**src/rtl/seq_step_decoder.sv**
```systemverilog
// ---------------------------------------------------------------------------
// seq_step_decoder: decodes a 2-bit step-sequencer state stream into
// fwd/bwd/restart/error pulses, position and lap counts, and a lock flag.
// Optional history register enabled by SEQ_DEC_HIST_EN.  Rev 1.0
// ---------------------------------------------------------------------------
`default_nettype none

module seq_step_decoder #(
   parameter int POS_W     = 8,
   parameter int ERR_LIMIT = 3
) (
   input  logic             iclk,
   input  logic             irst,
   input  logic             ivalid,
   input  logic [1:0]       ivalor,
   input  logic             iclr,
   output logic             ofwd,
   output logic             obwd,
   output logic             orestart,
   output logic             oerr,
   output logic             olock,
   output logic [POS_W-1:0] oposicion,
   output logic [POS_W-1:0] ovueltas,
   output logic [7:0]       ohist
);

   typedef enum logic [0:0] {
      ST_UNSYNC = 1'b0,
      ST_TRACK  = 1'b1
   } state_t;

   localparam logic [3:0]       C_ERR_LIMIT = 4'(ERR_LIMIT);
   localparam logic [POS_W-1:0] C_ONE       = POS_W'(1);

   state_t           state_q, state_d;
   logic [1:0]       prev_q, prev_d;
   logic [3:0]       errs_q, errs_d;
   logic [POS_W-1:0] pos_q, pos_d;
   logic [POS_W-1:0] laps_q, laps_d;
   logic             fwd_q, fwd_d;
   logic             bwd_q, bwd_d;
   logic             rstrt_q, rstrt_d;
   logic             err_q, err_d;

   always_comb begin
      state_d = state_q;
      prev_d  = prev_q;
      errs_d  = errs_q;
      pos_d   = pos_q;
      laps_d  = laps_q;
      fwd_d   = 1'b0;
      bwd_d   = 1'b0;
      rstrt_d = 1'b0;
      err_d   = 1'b0;

      if (ivalid) begin
         prev_d = ivalor;
         errs_d = 4'd0;
         if (state_q == ST_UNSYNC) begin
            state_d = ST_TRACK;
         end else begin
            // Decode the transition {previous, current}
            case ({prev_q, ivalor})
               4'b0001, 4'b0110, 4'b1011: begin
                  fwd_d = 1'b1;
                  pos_d = pos_q + C_ONE;
               end
               4'b1100: begin
                  fwd_d  = 1'b1;
                  pos_d  = pos_q + C_ONE;
                  laps_d = laps_q + C_ONE;
               end
               4'b0100, 4'b1001, 4'b1110: begin
                  bwd_d = 1'b1;
                  pos_d = pos_q - C_ONE;
               end
               4'b1000: begin
                  rstrt_d = 1'b1;
                  pos_d   = '0;
               end
               4'b0010, 4'b0011, 4'b0111, 4'b1101: begin
                  err_d  = 1'b1;
                  errs_d = errs_q + 4'd1;
                  if (errs_q + 4'd1 == C_ERR_LIMIT) begin
                     state_d = ST_UNSYNC;
                     errs_d  = 4'd0;
                  end
               end
               default: begin
                  errs_d = 4'd0;
               end
            endcase
         end
      end

      // Clear overrides any concurrent step or wrap on the counters
      if (iclr) begin
         pos_d  = '0;
         laps_d = '0;
      end
   end

   always_ff @(posedge iclk) begin
      if (!irst) begin
         state_q <= ST_UNSYNC;
         prev_q  <= 2'd0;
         errs_q  <= 4'd0;
         pos_q   <= '0;
         laps_q  <= '0;
         fwd_q   <= 1'b0;
         bwd_q   <= 1'b0;
         rstrt_q <= 1'b0;
         err_q   <= 1'b0;
      end else begin
         state_q <= state_d;
         prev_q  <= prev_d;
         errs_q  <= errs_d;
         pos_q   <= pos_d;
         laps_q  <= laps_d;
         fwd_q   <= fwd_d;
         bwd_q   <= bwd_d;
         rstrt_q <= rstrt_d;
         err_q   <= err_d;
      end
   end

   assign ofwd      = fwd_q;
   assign obwd      = bwd_q;
   assign orestart  = rstrt_q;
   assign oerr      = err_q;
   assign olock     = (state_q == ST_TRACK);
   assign oposicion = pos_q;
   assign ovueltas  = laps_q;

`ifdef SEQ_DEC_HIST_EN
   logic [7:0] hist_q;

   always_ff @(posedge iclk) begin
      if (!irst) begin
         hist_q <= 8'd0;
      end else if (ivalid) begin
         hist_q <= {hist_q[5:0], ivalor};
      end
   end

   assign ohist = hist_q;
`else
   assign ohist = 8'd0;
`endif

endmodule

`default_nettype wire

```
**config.mk**
```make
export PLATFORM = sky130hd
export DESIGN_NAME = seq_step_decoder
export DESIGN_NICKNAME = d
export VERILOG_FILES = /design/src/rtl/seq_step_decoder.sv
export SDC_FILE = /design/constraint.sdc
export NUM_CORES = 1
export LEC_CHECK = 0
export ABC_AREA = 1
export CORE_ASPECT_RATIO = 0.7
export CORE_MARGIN = 3
export CORE_UTILIZATION = 45
export DETAILED_ROUTE_END_ITERATION = 8
export GPL_TIMING_DRIVEN = 0
export PLACE_DENSITY = 0.75
export SYNTH_ARGS = -nofsm -noshare
export SYNTH_HDL_FRONTEND = slang
export SYNTH_SLANG_ARGS = --single-unit
```
**constraint.sdc**
```tcl
create_clock -name iclk -period 1.91 [get_ports iclk]
set_input_delay 0.2865 -clock iclk [delete_from_list [all_inputs] [get_ports iclk]]
set_output_delay 0.2865 -clock iclk [all_outputs]
set_load 0.02 [all_outputs]
```
==> impl_metrics.csv, run 1 <==
group,metric,value,unit
power_and_ir_drop,p_sw,286,uW
floorplan,ios,35,
global_routing,overflow,0,
sta,holdWs,325,ps
global_routing,grt_pass1_vias,1350,
clock_tree,cts_sinks,27,
sta,finalClockSkew,3.17,ps
sta,slew_viol_final,0,
floorplan,std_cell_rows,17,
cells_and_area,final_nets,287,
run,maxCapViolCount,0,
cells_and_area,seq_area,546,sq um
placement,gp_congestion,0.857,
global_routing,grt.met1_usage,22.6,%
placement,dp_hpwl,2500,um
synthesis,yosysTopAreaCellShare,34.6,%
placement,port_buffers,25,
power_and_ir_drop,internal_power,793,uW
cells_and_area,n_antenna_cell,0,
sta,max_freq,502,MHz
sta,setup_viol,4,
setup_path,crit_type,"register to register",
sta,hold_viol_final,0,
sta,timing.final.crit_period,1990,ps
clock_tree,htreeDepth,1,
synthesis,synth_cells,222,
cells_and_area,instances_no_fill,317,
clock_tree,clk_pin_slew,90,ps
power_and_ir_drop,pwr-share-comb,16.8,%
setup_path,r2r_end,"oposicion[4]",
power_and_ir_drop,ir_drop,0.446,mV
global_routing,grt_busiest_layer,"met2",
global_routing,grt.met2_usage,26.8,%
sta,setup_slack,-81.5,ps
synthesis,synth_area_leader_cell,"dfxtp_1",
routing,drt-initial-drc-count,51,
status,violations,"setup timing",
clock_tree,hold_buffers,0,
min_path,min_from,"irst",
clock_tree,clk_path_buf_depth,2,
routing,drtPass1Iterations,4,
global_routing,grt_max_degree,16,
cells_and_area,area_growth,36.7,%
floorplan,core_area,3230,sq um
min_path,whs_path_depth,3,
cells_and_area,final_area,2140,sq um
setup_path,cp-start-kind,"register",
sta,post-route-period-util,104,%
placement,dp_slack,-729,ps
power_and_ir_drop,finalPower,1080,uW
clock_tree,clock_latency,270,ps
routing,routed_wl,3570,um
floorplan,start_util,48.3,%
global_routing,use_met3,3.91,%
synthesis,synth_area_leaders,"dfxtp_1 35%, nand2_1 12%, inv_1 7.4%, ha_1 7.2%, a21oi_1 5.4%",
synthesis,synth-seq-cells,27,
synthesis,syn_area_per_cell,7.04,sq um
cells_and_area,drive_above_1_share,22.6,%
setup_path,reg2regPathDepth,13,
synthesis,synth_cell_types,26,
setup_path,reg2reg_from,"prev_q[1]",
global_routing,grt_usage,16.6,%
power_and_ir_drop,power.leakage,0.000961,uW
routing,drc_errors,0,
setup_path,endpoint,"oposicion[4]",
sta,rsz0062_at_grt,"true",
routing,via_per_inst,4.71,
clock_tree,cts-root-buf,"clkbuf_8",
setup_path,arrival,2200,ps
floorplan,die_w,76.4,um
routing,post_drt_wl_per_cell,11.3,um
cells_and_area,fillCellCount,295,
placement,place_area,1910,sq um
setup_path,startpoint,"prev_q[1]",
global_routing,antenna_found_initial,0,
min_path,hold_path.class,"input pin to register",
setup_path,reg2reg_setup_slack,-80,ps
power_and_ir_drop,powerDensity,505,nW/um^2
setup_path,crit_path_end_kind,"register",
routing,num_vias,1493,
synthesis,synth-seq-area-share,34.6,%
placement,dp_cells,301,
floorplan,dieArea,4230,sq um
power_and_ir_drop,swShare,26.5,%
synthesis,yosys_warnings,0,
power_and_ir_drop,power_frac_clock,29.6,%
global_routing,grt_first_pass_wirelength,5870,um
synthesis,syn-cell-area,1560,sq um
power_and_ir_drop,p_seq_share,53.6,%
status,outcome,"complete, but fails checks",
routing,ant_nets,0,
clock_tree,cts-buffers-inserted,3,
cells_and_area,multiInputGateArea,938,sq um
setup_path,cp_max_fo,5,
setup_path,crit_required,2120,ps
clock_tree,cts_tree,"yes",
floorplan,fp.dieH,55.3,um
[per-stage QoR]
| stage | utilization [%] | TNS, ps |
|---|---|---|
| 6_report | 66.1 | -241 |
| 5_1_grt | 66.1 | -784 |
| 4_1_cts | 63.5 | -2.29 |
| 3_5_place_dp | 58.9 | -4020 |
| 3_3_place_gp | 58.9 | -3950 |
| 2_1_floorplan | - | 0 |
[worst max-delay path, stage by stage, from the launching register on]
cell and delay [ps]:
dfxtp_4 400, nand2_2 80, nand2_2 100, nand2_4 60
nand2_4 80, inv_2 50, fa_2 340, nand3b_1 190
nand2_2 110, buf_4 110, buf_6 90, xor2_2 120
nand2_1 60, a21oi_1 130
[sequential cells by signal, indices dropped and copies added, names as in the netlist]
name	flops
olock	1
prev_q	2
ofwd	1
errs_q	4
orestart	1
ovueltas	8
obwd	1
oerr	1
oposicion	8
[synth_stat cells, drive strengths merged]
library cell,number
xnor2,3
xor2,3
o21ai,9
inv,33
nand3,14
nand3b,3
a21oi,17
nand2,57
fa,1
clkinv,1
nor3,2
ha,9
conb,1
nand4,5
nor2,23
o31ai,1
dfxtp,27
o21a,3
buf,10
[how the worst min path moves through the flow]
stage / endpoint / slack [ps]
floorplan: prev_q[1] / 370
global placement: oposicion[4] / 480
detailed placement: oposicion[4] / 490
CTS: prev_q[1] / 310
global route: prev_q[1] / 330
finish: prev_q[1] / 330
[metal layers]
layer | share of wire (%) | wire length [um] | vias up
met5 | 0 | 0 | -
met4 | 0.53 | 19 | 0
met3 | 5.6 | 200 | 4
met2 | 44 | 1560 | 43
met1 | 50 | 1790 | 658
li1 | - | - | 788
[logic make-up after synthesis]
logic type               share of synthesized area [%]
adder cells (fa/ha/maj)                           8.49
flip-flops                                        34.6
other                                            0.240
buffers and inverters                             12.7
AND/OR/NAND/NOR                                   30.3
XOR/XNOR                                          3.36
AO/OA/AOI/OAI                                     10.2
[power groups by stage]
stage / Clock [uW] / Combinational (uW) / Sequential [uW]
6_report: 319 / 181 / 579
5_1_grt: 353 / 200 / 581
4_1_cts: 333 / 161 / 578
3_5_place_dp: 0 / 144 / 591
3_3_place_gp: 0 / 142 / 591
2_1_floorplan: 0 / 104 / 594
[final cells by class]
cell class / count / area share [%]
Clock buffer: 3 / 1.93
Tap cell: 47 / 2.75
Sequential cell: 27 / 25.5
Timing Repair Buffer: 37 / 16.0
Clock inverter: 1 / 0.234
Multi-Input combinational cell: 158 / 43.9
Buffer: 10 / 3.28
Inverter: 34 / 6.33
[timing repair]
action                     in CTS  in global routing
setup endpoints to repair       7                  5
resized for setup              14                 15
setup buffers                   6                  6
pin swaps                       3                  6
[cell usage in the layout (no fill, tap or decap), types with 2 or more instances in the layout]
master and count:
clkbuf_8 3, ha_4 3, o21a_1 3, nand4_1 4, clkdlybuf4s50_1 23, clkinv_2 2, xor2_1 2, xnor2_1 3
nor2_1 22, nand2_2 11, dfxtp_1 25, buf_2 2, nand2_4 3, inv_1 26, o21ai_0 9, nand3b_1 3
a21oi_1 16, inv_2 5, nand3_2 2, nand3_1 12, conb_1 8, buf_6 2, nand2_1 43, ha_1 6
buf_4 18, nor3_1 2
(Power assumes the default switching activity.)
==> run 2: changes to the inputs <==
--- a/config.mk
+++ b/config.mk
@@ -12,6 +12,7 @@
 export DETAILED_ROUTE_END_ITERATION = 8
 export GPL_TIMING_DRIVEN = 0
 export PLACE_DENSITY = 0.75
+export SKIP_CTS_REPAIR_TIMING = 1
 export SYNTH_ARGS = -nofsm -noshare
 export SYNTH_HDL_FRONTEND = slang
 export SYNTH_SLANG_ARGS = --single-unit
==> constraint.sdc (replaced) <==
create_clock -name iclk -period 1.91 [get_ports iclk]
set_input_delay 0.2865 -clock iclk [delete_from_list [all_inputs] [get_ports iclk]]
set_output_delay 0.2865 -clock iclk [all_outputs]
set_load 0.05 [all_outputs]
==> run 2 against run 1 <==
Against the previous run:
- the flow still finishes with violations (setup timing)
- critical endpoint unchanged
- global-route usage is 1.8 points lower
- sequential power hardly changed
- setup slack worse by 23 ps
- highest routed layer unchanged
==> impl_metrics.csv, run 2 (synthesis gave the netlist of run 1 again) <==
group,metric,value,unit
placement,place_area,1910,sq um
min_path,holdPathEnd,"prev_q[1]",
sta,hold_viol_final,0,
global_routing,grt_max_degree,17,
power_and_ir_drop,internal_power,790,uW
cells_and_area,final_nets,283,
global_routing,antenna_found_initial,0,
floorplan,fp.dieH,55.3,um
setup_path,slowest_delay,360,ps
routing,drtPass1Iterations,4,
routing,num_vias,1453,
sta,post-route-period-util,105,%
setup_path,crit_required,2120,ps
cells_and_area,fillCellCount,299,
floorplan,die_w,76.4,um
sta,worstMarginPinSlew,499,ps
global_routing,grt_pass1_vias,1163,
routing,drt-initial-drc-count,120,
placement,gp_congestion,0.875,
clock_tree,clk_pin_slew,100,ps
setup_path,arrival,2220,ps
power_and_ir_drop,p_sw,320,uW
routing,ant_nets,0,
power_and_ir_drop,ir_drop,0.408,mV
clock_tree,cts_sinks,27,
sta,holdWs,324,ps
clock_tree,cts-root-buf,"clkbuf_8",
min_path,whs_path_depth,3,
floorplan,core_area,3230,sq um
power_and_ir_drop,powerDensity,526,nW/um^2
floorplan,std_cell_rows,17,
clock_tree,cts_tree,"yes",
floorplan,ios,35,
sta,setup_viol,2,
sta,slew_viol_final,0,
clock_tree,cts-buffers-inserted,3,
global_routing,grt_usage,14.8,%
floorplan,start_util,48.3,%
clock_tree,htreeDepth,1,
setup_path,cp_max_fo,7,
min_path,min_from,"irst",
global_routing,grt_busiest_layer,"met1",
setup_path,cp-start-kind,"register",
routing,drc_errors,0,
min_path,hold_path.class,"input pin to register",
sta,finalClockSkew,7.63,ps
global_routing,grt.met1_usage,23.0,%
cells_and_area,area_growth,35.2,%
placement,port_buffers,25,
setup_path,crit_type,"register to register",
power_and_ir_drop,pwr-share-comb,18.4,%
sta,rsz0062_at_grt,"true",
cells_and_area,final_common_cell,"nand2_1",
placement,dp_hpwl,2440,um
setup_path,path_cells,"inv_1 > nand4_1 > nand2_4 > inv_4 > fa_2 > nand3b_1 > nand2_2 > buf_4 > xor2_2 > nand2_1 > a21oi_1",
clock_tree,clk_path_buf_depth,2,
power_and_ir_drop,p_seq_share,52.0,%
clock_tree,clock_latency,270,ps
sta,max_freq,496,MHz
sta,fin_setup_tns,-200,ps
global_routing,use_met3,3.75,%
setup_path,cpMaxStageDelayCell,"fa_2",
global_routing,overflow,0,
cells_and_area,n_antenna_cell,0,
global_routing,grt.met2_usage,21.0,%
power_and_ir_drop,swShare,28.8,%
run,maxCapViolCount,0,
global_routing,grt_first_pass_wirelength,5260,um
setup_path,reg2reg_setup_slack,-100,ps
setup_path,reg2reg_from,"prev_q[0]",
routing,via_per_inst,4.64,
power_and_ir_drop,power.leakage,0.000959,uW
cells_and_area,final_area,2110,sq um
setup_path,reg2regPathDepth,11,
status,violations,"setup timing",
cells_and_area,mostFrequentLayoutCells,"47 x nand2_1, 27 x inv_1, 24 x dfxtp_1",
status,outcome,"complete, but fails checks",
setup_path,r2r_end,"oposicion[4]",
sta,timing.final.crit_period,2010,ps
sta,setup_slack,-104,ps
cells_and_area,utilization,65.4,%
cells_and_area,drive_above_1_share,19.9,%
routing,routed_wl,3450,um
routing,post_drt_wl_per_cell,11.0,um
sta,slew-limit-headroom,66.6,%
floorplan,dieArea,4230,sq um
power_and_ir_drop,power_frac_clock,29.6,%
setup_path,crit_path_end_kind,"register",
## run 2: changes by cell type in the layout (fill, tap and decap cells not counted), moves of 2 or more
| cell | delta |
|---|---|
| nand2_2 | -3 |
| buf_4 | -2 |
| nand2_1 | +4 |
| dlymetal6s2s_1 | +3 |
| buf_6 | -2 |
## run 2: area by class of cell
cell class	count	area (sq um)	area share, %
clock buffer	3	41.3	1.95
clock inverter	1	7.51	0.355
inverter	34	135	6.39
tap	47	58.8	2.78
buffer	10	70.1	3.32
multi-input combinational	158	936	44.3
timing repair buffer	33	318	15.0
sequential	27	547	25.9
## run 2: how the worst max path moves through the flow
stage | start | endpoint | slack (ps) | cells after the start
floorplan | prev_q[0] | oposicion[6] | 2 | 15
global placement | ivalor[1] | oposicion[6] | -720 | 17
detailed placement | ivalor[1] | oposicion[6] | -730 | 17
CTS | ivalor[1] | oposicion[6] | -430 | 16
global route | prev_q[1] | oposicion[6] | -170 | 16
finish | prev_q[0] | oposicion[4] | -100 | 11
## run 2: layer usage
layer | routed length [um] | up-vias
li1 | - | 776
met4 | 8 | 0
met3 | 243 | 2
met5 | 0 | -
met2 | 1460 | 40
met1 | 1740 | 635
## run 2: worst max-delay path: cells and delay by family, from the launching register on
kind                     cells  cell delay, ps
AND/OR/NAND/NOR              5             730
AO/OA/AOI/OAI                1             110
flip-flops                   1             350
adder cells (fa/ha/maj)      1             360
buffers and inverters        3             260
XOR/XNOR                     1             150
## run 2: metrics by stage
step           cells  setup slack, ps  total power, uW
4_1_cts          305             -434             1100
3_5_place_dp     301             -730              764
3_3_place_gp     301             -723              763
6_report         313             -104             1110
5_1_grt          313             -174             1160
2_1_floorplan    229             2.21              728
## run 2: power by group through the flow
| stage | Clock, uW | Combinational, uW | Sequential, uW |
|---|---|---|---|
| floorplan | 0 | 125 | 603 |
| global placement | 0 | 172 | 591 |
| detailed placement | 0 | 173 | 591 |
| CTS | 344 | 174 | 578 |
| global route | 356 | 222 | 579 |
| finish | 328 | 205 | 578 |
